==> config.mk <==
export PLATFORM = sky130hd
export DESIGN_NAME = debounce_edge_detect_flat
export DESIGN_NICKNAME = d
export VERILOG_FILES = /design/src/rtl/debounce_edge_detect_pkg.sv /design/src/rtl/debounce_edge_detect_if.sv /design/src/rtl/debounce_edge_detect_channel.sv /design/src/rtl/debounce_edge_detect.sv /design/src/flat_wrapper.sv
export SDC_FILE = /design/constraint.sdc
export NUM_CORES = 1
export LEC_CHECK = 0
export CAP_MARGIN = 20
export CORE_UTILIZATION = 49
export CTS_CLUSTER_DIAMETER = 80
export DETAILED_ROUTE_END_ITERATION = 8
export PLACE_DENSITY = 0.82
export SETUP_SLACK_MARGIN = 0.4
export SLEW_MARGIN = 5
export SYNTH_ARGS = -nofsm -noshare
export SYNTH_HDL_FRONTEND = slang
export SYNTH_HIERARCHICAL = 1
export SYNTH_SLANG_ARGS = --single-unit
==> constraint.sdc <==
create_clock -name CLK -period 3.7 [get_ports CLK]
set_input_delay 0.37 -clock CLK [delete_from_list [all_inputs] [get_ports CLK]]
set_output_delay 0.37 -clock CLK [all_outputs]
set_load 0.01 [all_outputs]
==> src/rtl/debounce_edge_detect_pkg.sv <==
// Shared definitions for the debounced edge detector: edge-mode encodings
// and the debounce counter width helper.
package debounce_edge_detect_pkg;

    typedef enum logic [1:0] {
        MODE_OFF  = 2'b00,
        MODE_RISE = 2'b01,
        MODE_FALL = 2'b10,
        MODE_BOTH = 2'b11
    } edge_mode_e;

    // A single-cycle filter still needs a 1-bit counter to stay well formed.
    function automatic int cnt_width(input int cycles);
        if (cycles <= 2) begin
            return 1;
        end
        return $clog2(cycles);
    endfunction

endpackage

==> src/rtl/debounce_edge_detect_if.sv <==
// Channel bundle for the debounced edge detector: raw inputs and controls in,
// filtered level, edge pulses, sticky flags and interrupt out.
interface debounce_edge_detect_if #(
    parameter int CHANNELS = 4
);
    logic [CHANNELS-1:0]   SIGNAL;
    logic [2*CHANNELS-1:0] MODE;
    logic [CHANNELS-1:0]   CLEAR;
    logic [CHANNELS-1:0]   LEVEL;
    logic [CHANNELS-1:0]   EDGE;
    logic [CHANNELS-1:0]   PENDING;
    logic                  IRQ;

    modport master (
        output SIGNAL, MODE, CLEAR,
        input  LEVEL, EDGE, PENDING, IRQ
    );

    modport slave (
        input  SIGNAL, MODE, CLEAR,
        output LEVEL, EDGE, PENDING, IRQ
    );
endinterface

==> src/rtl/debounce_edge_detect_channel.sv <==
// One input bit: synchroniser chain, persistence counter, debounced level and
// mode-qualified edge pulse (edge_next is the pulse one cycle early).
module debounce_channel
    import debounce_edge_detect_pkg::*;
#(
    parameter int   SYNC_STAGES     = 2,
    parameter int   DEBOUNCE_CYCLES = 4,
    parameter logic RESET_LEVEL     = 1'b0
) (
    input  logic       CLK,
    input  logic       RESET,
    input  logic       signal,
    input  edge_mode_e mode,
    output logic       level,
    output logic       edge_pulse,
    output logic       edge_next
);
    localparam int            CW      = cnt_width(DEBOUNCE_CYCLES);
    localparam logic [CW-1:0] CNT_MAX = CW'(DEBOUNCE_CYCLES - 1);

    logic [SYNC_STAGES-1:0] sync_reg;
    logic [CW-1:0]          cnt_reg, cnt_next;
    logic                   level_reg, level_next;
    logic                   edge_reg;
    logic                   sample;
    logic                   rise_en, fall_en;

    assign sample  = sync_reg[SYNC_STAGES-1];
    assign rise_en = (mode == MODE_RISE) || (mode == MODE_BOTH);
    assign fall_en = (mode == MODE_FALL) || (mode == MODE_BOTH);

    // Any sample matching the current level restarts the persistence count.
    always_comb begin
        cnt_next   = '0;
        level_next = level_reg;
        edge_next  = 1'b0;
        if (sample != level_reg) begin
            if (cnt_reg == CNT_MAX) begin
                level_next = sample;
                edge_next  = sample ? rise_en : fall_en;
            end else begin
                cnt_next = cnt_reg + CW'(1);
            end
        end
    end

    always_ff @(posedge CLK or posedge RESET) begin
        if (RESET) begin
            sync_reg  <= {SYNC_STAGES{RESET_LEVEL}};
            cnt_reg   <= '0;
            level_reg <= RESET_LEVEL;
            edge_reg  <= 1'b0;
        end else begin
            sync_reg  <= {sync_reg[SYNC_STAGES-2:0], signal};
            cnt_reg   <= cnt_next;
            level_reg <= level_next;
            edge_reg  <= edge_next;
        end
    end

    assign level      = level_reg;
    assign edge_pulse = edge_reg;
endmodule

==> src/rtl/debounce_edge_detect.sv <==
// N-channel debounced edge detector: per-channel filters plus sticky PENDING
// flags with software clear and a combined registered interrupt.
module debounce_edge_detect
    import debounce_edge_detect_pkg::*;
#(
    parameter int   CHANNELS        = 4,
    parameter int   SYNC_STAGES     = 2,
    parameter int   DEBOUNCE_CYCLES = 4,
    parameter logic RESET_LEVEL     = 1'b0
) (
    input  logic                  CLK,
    input  logic                  RESET,
    debounce_edge_detect_if.slave bus
);
    logic [CHANNELS-1:0] level_w;
    logic [CHANNELS-1:0] edge_w;
    logic [CHANNELS-1:0] edge_next_w;
    logic [CHANNELS-1:0] pending_reg, pending_next;
    logic                irq_reg;

    generate
        for (genvar gi = 0; gi < CHANNELS; gi++) begin : g_chan
            debounce_channel #(
                .SYNC_STAGES    (SYNC_STAGES),
                .DEBOUNCE_CYCLES(DEBOUNCE_CYCLES),
                .RESET_LEVEL    (RESET_LEVEL)
            ) u_chan (
                .CLK       (CLK),
                .RESET     (RESET),
                .signal    (bus.SIGNAL[gi]),
                .mode      (edge_mode_e'(bus.MODE[2*gi +: 2])),
                .level     (level_w[gi]),
                .edge_pulse(edge_w[gi]),
                .edge_next (edge_next_w[gi])
            );
        end
    endgenerate

    // A new edge outranks a simultaneous clear so no event is lost.
    assign pending_next = (pending_reg & ~bus.CLEAR) | edge_next_w;

    always_ff @(posedge CLK or posedge RESET) begin
        if (RESET) begin
            pending_reg <= '0;
            irq_reg     <= 1'b0;
        end else begin
            pending_reg <= pending_next;
            irq_reg     <= |pending_next;
        end
    end

    assign bus.LEVEL   = level_w;
    assign bus.EDGE    = edge_w;
    assign bus.PENDING = pending_reg;
    assign bus.IRQ     = irq_reg;
endmodule

==> src/flat_wrapper.sv <==
// flat-port wrapper written by rule: the top's interface ports become plain ports
module debounce_edge_detect_flat import debounce_edge_detect_pkg::*;
#(
    parameter int   CHANNELS        = 4,
    parameter int   SYNC_STAGES     = 2,
    parameter int   DEBOUNCE_CYCLES = 4,
    parameter logic RESET_LEVEL     = 1'b0
)
  (CLK, RESET, bus_SIGNAL, bus_MODE, bus_CLEAR, bus_LEVEL, bus_EDGE, bus_PENDING, bus_IRQ);
  debounce_edge_detect_if #(.CHANNELS(CHANNELS)) bus_i ();
  input  logic CLK;
  input  logic RESET;
  input wire logic [$bits(bus_i.SIGNAL)-1:0] bus_SIGNAL;
  input wire logic [$bits(bus_i.MODE)-1:0] bus_MODE;
  input wire logic [$bits(bus_i.CLEAR)-1:0] bus_CLEAR;
  output wire logic [$bits(bus_i.LEVEL)-1:0] bus_LEVEL;
  output wire logic [$bits(bus_i.EDGE)-1:0] bus_EDGE;
  output wire logic [$bits(bus_i.PENDING)-1:0] bus_PENDING;
  output wire logic [$bits(bus_i.IRQ)-1:0] bus_IRQ;
  assign bus_i.SIGNAL = bus_SIGNAL;
  assign bus_i.MODE = bus_MODE;
  assign bus_i.CLEAR = bus_CLEAR;
  assign bus_LEVEL = bus_i.LEVEL;
  assign bus_EDGE = bus_i.EDGE;
  assign bus_PENDING = bus_i.PENDING;
  assign bus_IRQ = bus_i.IRQ;
  debounce_edge_detect #(.CHANNELS(CHANNELS), .SYNC_STAGES(SYNC_STAGES), .DEBOUNCE_CYCLES(DEBOUNCE_CYCLES), .RESET_LEVEL(RESET_LEVEL)) u_core (.CLK(CLK), .RESET(RESET), .bus(bus_i));
endmodule
==> impl_metrics.csv <==
group,metric,value,unit
sta,slew_headroom,82.2,%
clock_tree,cts_setup_buffers,0,
drt,wirelength,1.68,mm
sta,timing.final.crit_period,1660,ps
yosys,yosysUniqueCellTypes,11,
clock_tree,cts_resized,0,
critical_path,rr_startpoint,"u_core/g_chan[3].u_chan/cnt_reg[0]$_DFF_PP0_",
critical_path,critPathArrivalTime,1830,ps
drt,drtIter0Drc,3,
sta,finalSetupViolations,0,
power,swShare,28.1,%
sta,final-hold-violation-count,0,
min_path,hold_depth,0,
job,max-cap-violations,0,
critical_path,worstSetupPathType,"reg -> reg",
critical_path,ff2ff_path_depth,5,
power,clockPowerShare,18.8,%
finish,drive_gt1_share,8.85,%
yosys,ys_ff_latch,29,
clock_tree,cts_hold_buf,0,
power,p_switching,246,uW
global_routing,grt_pass1_wl,3.15,mm
finish,fin_cells,140,
sta,setup_slack,2040,ps
drt,avgViaCountPerCell,4.79,
critical_path,cp-start-kind,"flop",
power,comb_power_share,30.0,%
clock_tree,insertion_delay,300,ps
sta,fin_hold_ws,357,ps
placement,io_buffers,30,
floorplanning,die_area,2400,um^2
placement,gp_congestion,0.760,
yosys,netlist_instances,75,
sta,finalMaxSlewViolations,0,
critical_path,cp.required,3870,ps
clock_tree,tritoncts,"built",
critical_path,rrSetupSlack,2040,ps
placement,dp_cells,132,
clock_tree,clockBufferDepth,2,
placement,place_hpwl,1.33,mm
finish,num-nets-final,134,
min_path,hp-start,"u_core/g_chan[3].u_chan/sync_reg[0]$_DFF_PP0_",
critical_path,r2r_end,"u_core/bus.IRQ$_DFF_PP0_",
sta,rsz0062_at_grt,"false",
drt,route.detailed.drc,0,
placement,pre_cts_ws,1920,ps
sta,finalCritPeriodShare,44.9,%
yosys,yosysWarnings,6,
yosys,synth.avg_cell_area,14.4,um^2
critical_path,crit_path_max_fanout,4,
sta,fin_setup_tns,0,ps
sta,skew,10.9,ps
sta,worstMarginPinSlew,265,ps
power,max-vdd-ir-drop,0.368,mV
drt,drt-pass1-iter-count,4,
drt,postRouteAntennaNets,0,
yosys,synthesis.nets,97,
global_routing,grt_max_degree,9,
sta,fmax,601,MHz
yosys,synth-seq-area-share,67.1,%
drt,routed-via-count,671,
floorplanning,rows,16,
clock_tree,cts-root-buf,"clkbuf_4",
clock_tree,htree_levels,2,
floorplanning,core,2020,um^2
finish,syn_to_final_growth,35.4,%
critical_path,cp-end-kind,"flop",
floorplanning,dieWidth,49.0,um
power,p_seq_share,51.2,%
drt,wl_per_cell,12.0,um
power,p_per_area,598,nW/um^2
floorplanning,initial_core_util,53.5,%
finish,diodes,0,
min_path,hold_class,"reg -> reg",
global_routing,grt_pass1_vias,728,
global_routing,gr-usage-all-layers,18.6,%
clock_tree,clk_pin_slew,70,ps
floorplanning,io_pins,31,
power,leakagePower,0.727,nW
min_path,holdPathEnd,"u_core/g_chan[3].u_chan/sync_reg[1]$_DFF_PP0_",
clock_tree,cts_made_buffers,5,
global_routing,overflow,0,
yosys,syn_area,1080,um^2
clock_tree,cts_sinks,29,
status,outcome,"finished clean",
power,p_int,629,uW
global_routing,antenna_found_initial,0,
floorplanning,die-height,49.0,um
cell families (layout without fill, tap and decap cells):
group,Yosys count,after routing,share of synthesized area (%)
xor+xnor,4,4,3.24
buf+inv,9,47,3.12
fa+ha+maj,4,4,4.63
simple gates,21,21,14.9
flops,29,29,67.1
mux,4,4,4.17
compound gates,4,4,2.78
metal layers:
metal / vias to the layer above / share of wire, % / GRT usage [%] / wire length [um]
met2: 19 / 53 / 31.0 / 886
met4: 0 / 1.3 / 8.82 / 21
li1: 327 / - / - / -
met3: 2 / 5.5 / 9.03 / 92
met1: 323 / 40 / 19.7 / 680
met5: - / 0 / 0 / 0
critical path, stage by stage, from the launching register on:
cell and delay, ps:
dfrtp_1 390, ha_1 270, nand4b_1 120, nand2_1 70, a21o_1 170, or4_4 520
power groups by stage:
stage / registers [mW] / logic (mW) / clock network (mW)
4_1_cts: 0.449 / 0.267 / 0.173
3_5_place_dp: 0.455 / 0.266 / 0
6_report: 0.448 / 0.263 / 0.165
5_1_grt: 0.462 / 0.292 / 0.191
3_3_place_gp: 0.450 / 0.252 / 0
2_1_floorplan: 0.463 / 0.132 / 0
how the worst max path moves through the flow:
stage	slack, ps	cells after the start	from	end
after floorplan	2130	5	u_core/g_chan[3].u_chan/cnt_reg[0]$_DFF_PP0_	u_core/bus.IRQ$_DFF_PP0_
after global placement	1960	5	bus_MODE[7]	u_core/bus.IRQ$_DFF_PP0_
after detailed placement	1920	5	bus_MODE[7]	u_core/bus.IRQ$_DFF_PP0_
after CTS	2020	5	u_core/g_chan[3].u_chan/cnt_reg[0]$_DFF_PP0_	u_core/bus.IRQ$_DFF_PP0_
after global routing	1920	5	u_core/g_chan[0].u_chan/cnt_reg[0]$_DFF_PP0_	u_core/bus.IRQ$_DFF_PP0_
final	2040	5	u_core/g_chan[3].u_chan/cnt_reg[0]$_DFF_PP0_	u_core/bus.IRQ$_DFF_PP0_
cells in the final DEF (no fill, tap or decap):
cell,instances
mux2_1,4
or4_4,1
clkbuf_1,3
nand2_1,4
nor2b_1,4
dfrtp_1,29
nor3_2,4
a21o_1,4
ha_1,4
nand4b_1,8
inv_1,9
clkbuf_4,5
clkdlybuf4s50_1,30
xnor2_1,4
synth_stat cells:
library cell | n | area (um^2)
nand2_1 | 4 | 15.0
nor3_2 | 4 | 40.0
a21o_1 | 4 | 30.0
nand4b_1 | 8 | 70.1
inv_1 | 9 | 33.8
mux2_1 | 4 | 45.0
dfrtp_1 | 29 | 726
xnor2_1 | 4 | 35.0
nor2b_1 | 4 | 25.0
or4_4 | 1 | 11.3
ha_1 | 4 | 50.1
cell type report:
class | count | area [um^2]
Timing Repair Buffer | 30 | 300
Tap cell | 27 | 33.8
Multi-Input combinational cell | 37 | 322
Sequential cell | 29 | 726
Clock buffer | 8 | 48.8
Inverter | 9 | 33.8
Fill cell | 154 | 558
stage by stage:
step / utilization [%] / instance area [um^2] / power (mW)
3_3_place_gp: 70.0 / 1420 / 0.702
4_1_cts: 72.4 / 1460 / 0.889
6_report: 72.4 / 1460 / 0.876
3_5_place_dp: 70.0 / 1420 / 0.721
2_1_floorplan: - / 1080 / 0.594
5_1_grt: 72.4 / 1460 / 0.945
Note: power is estimated with default switching activity, not from simulation.
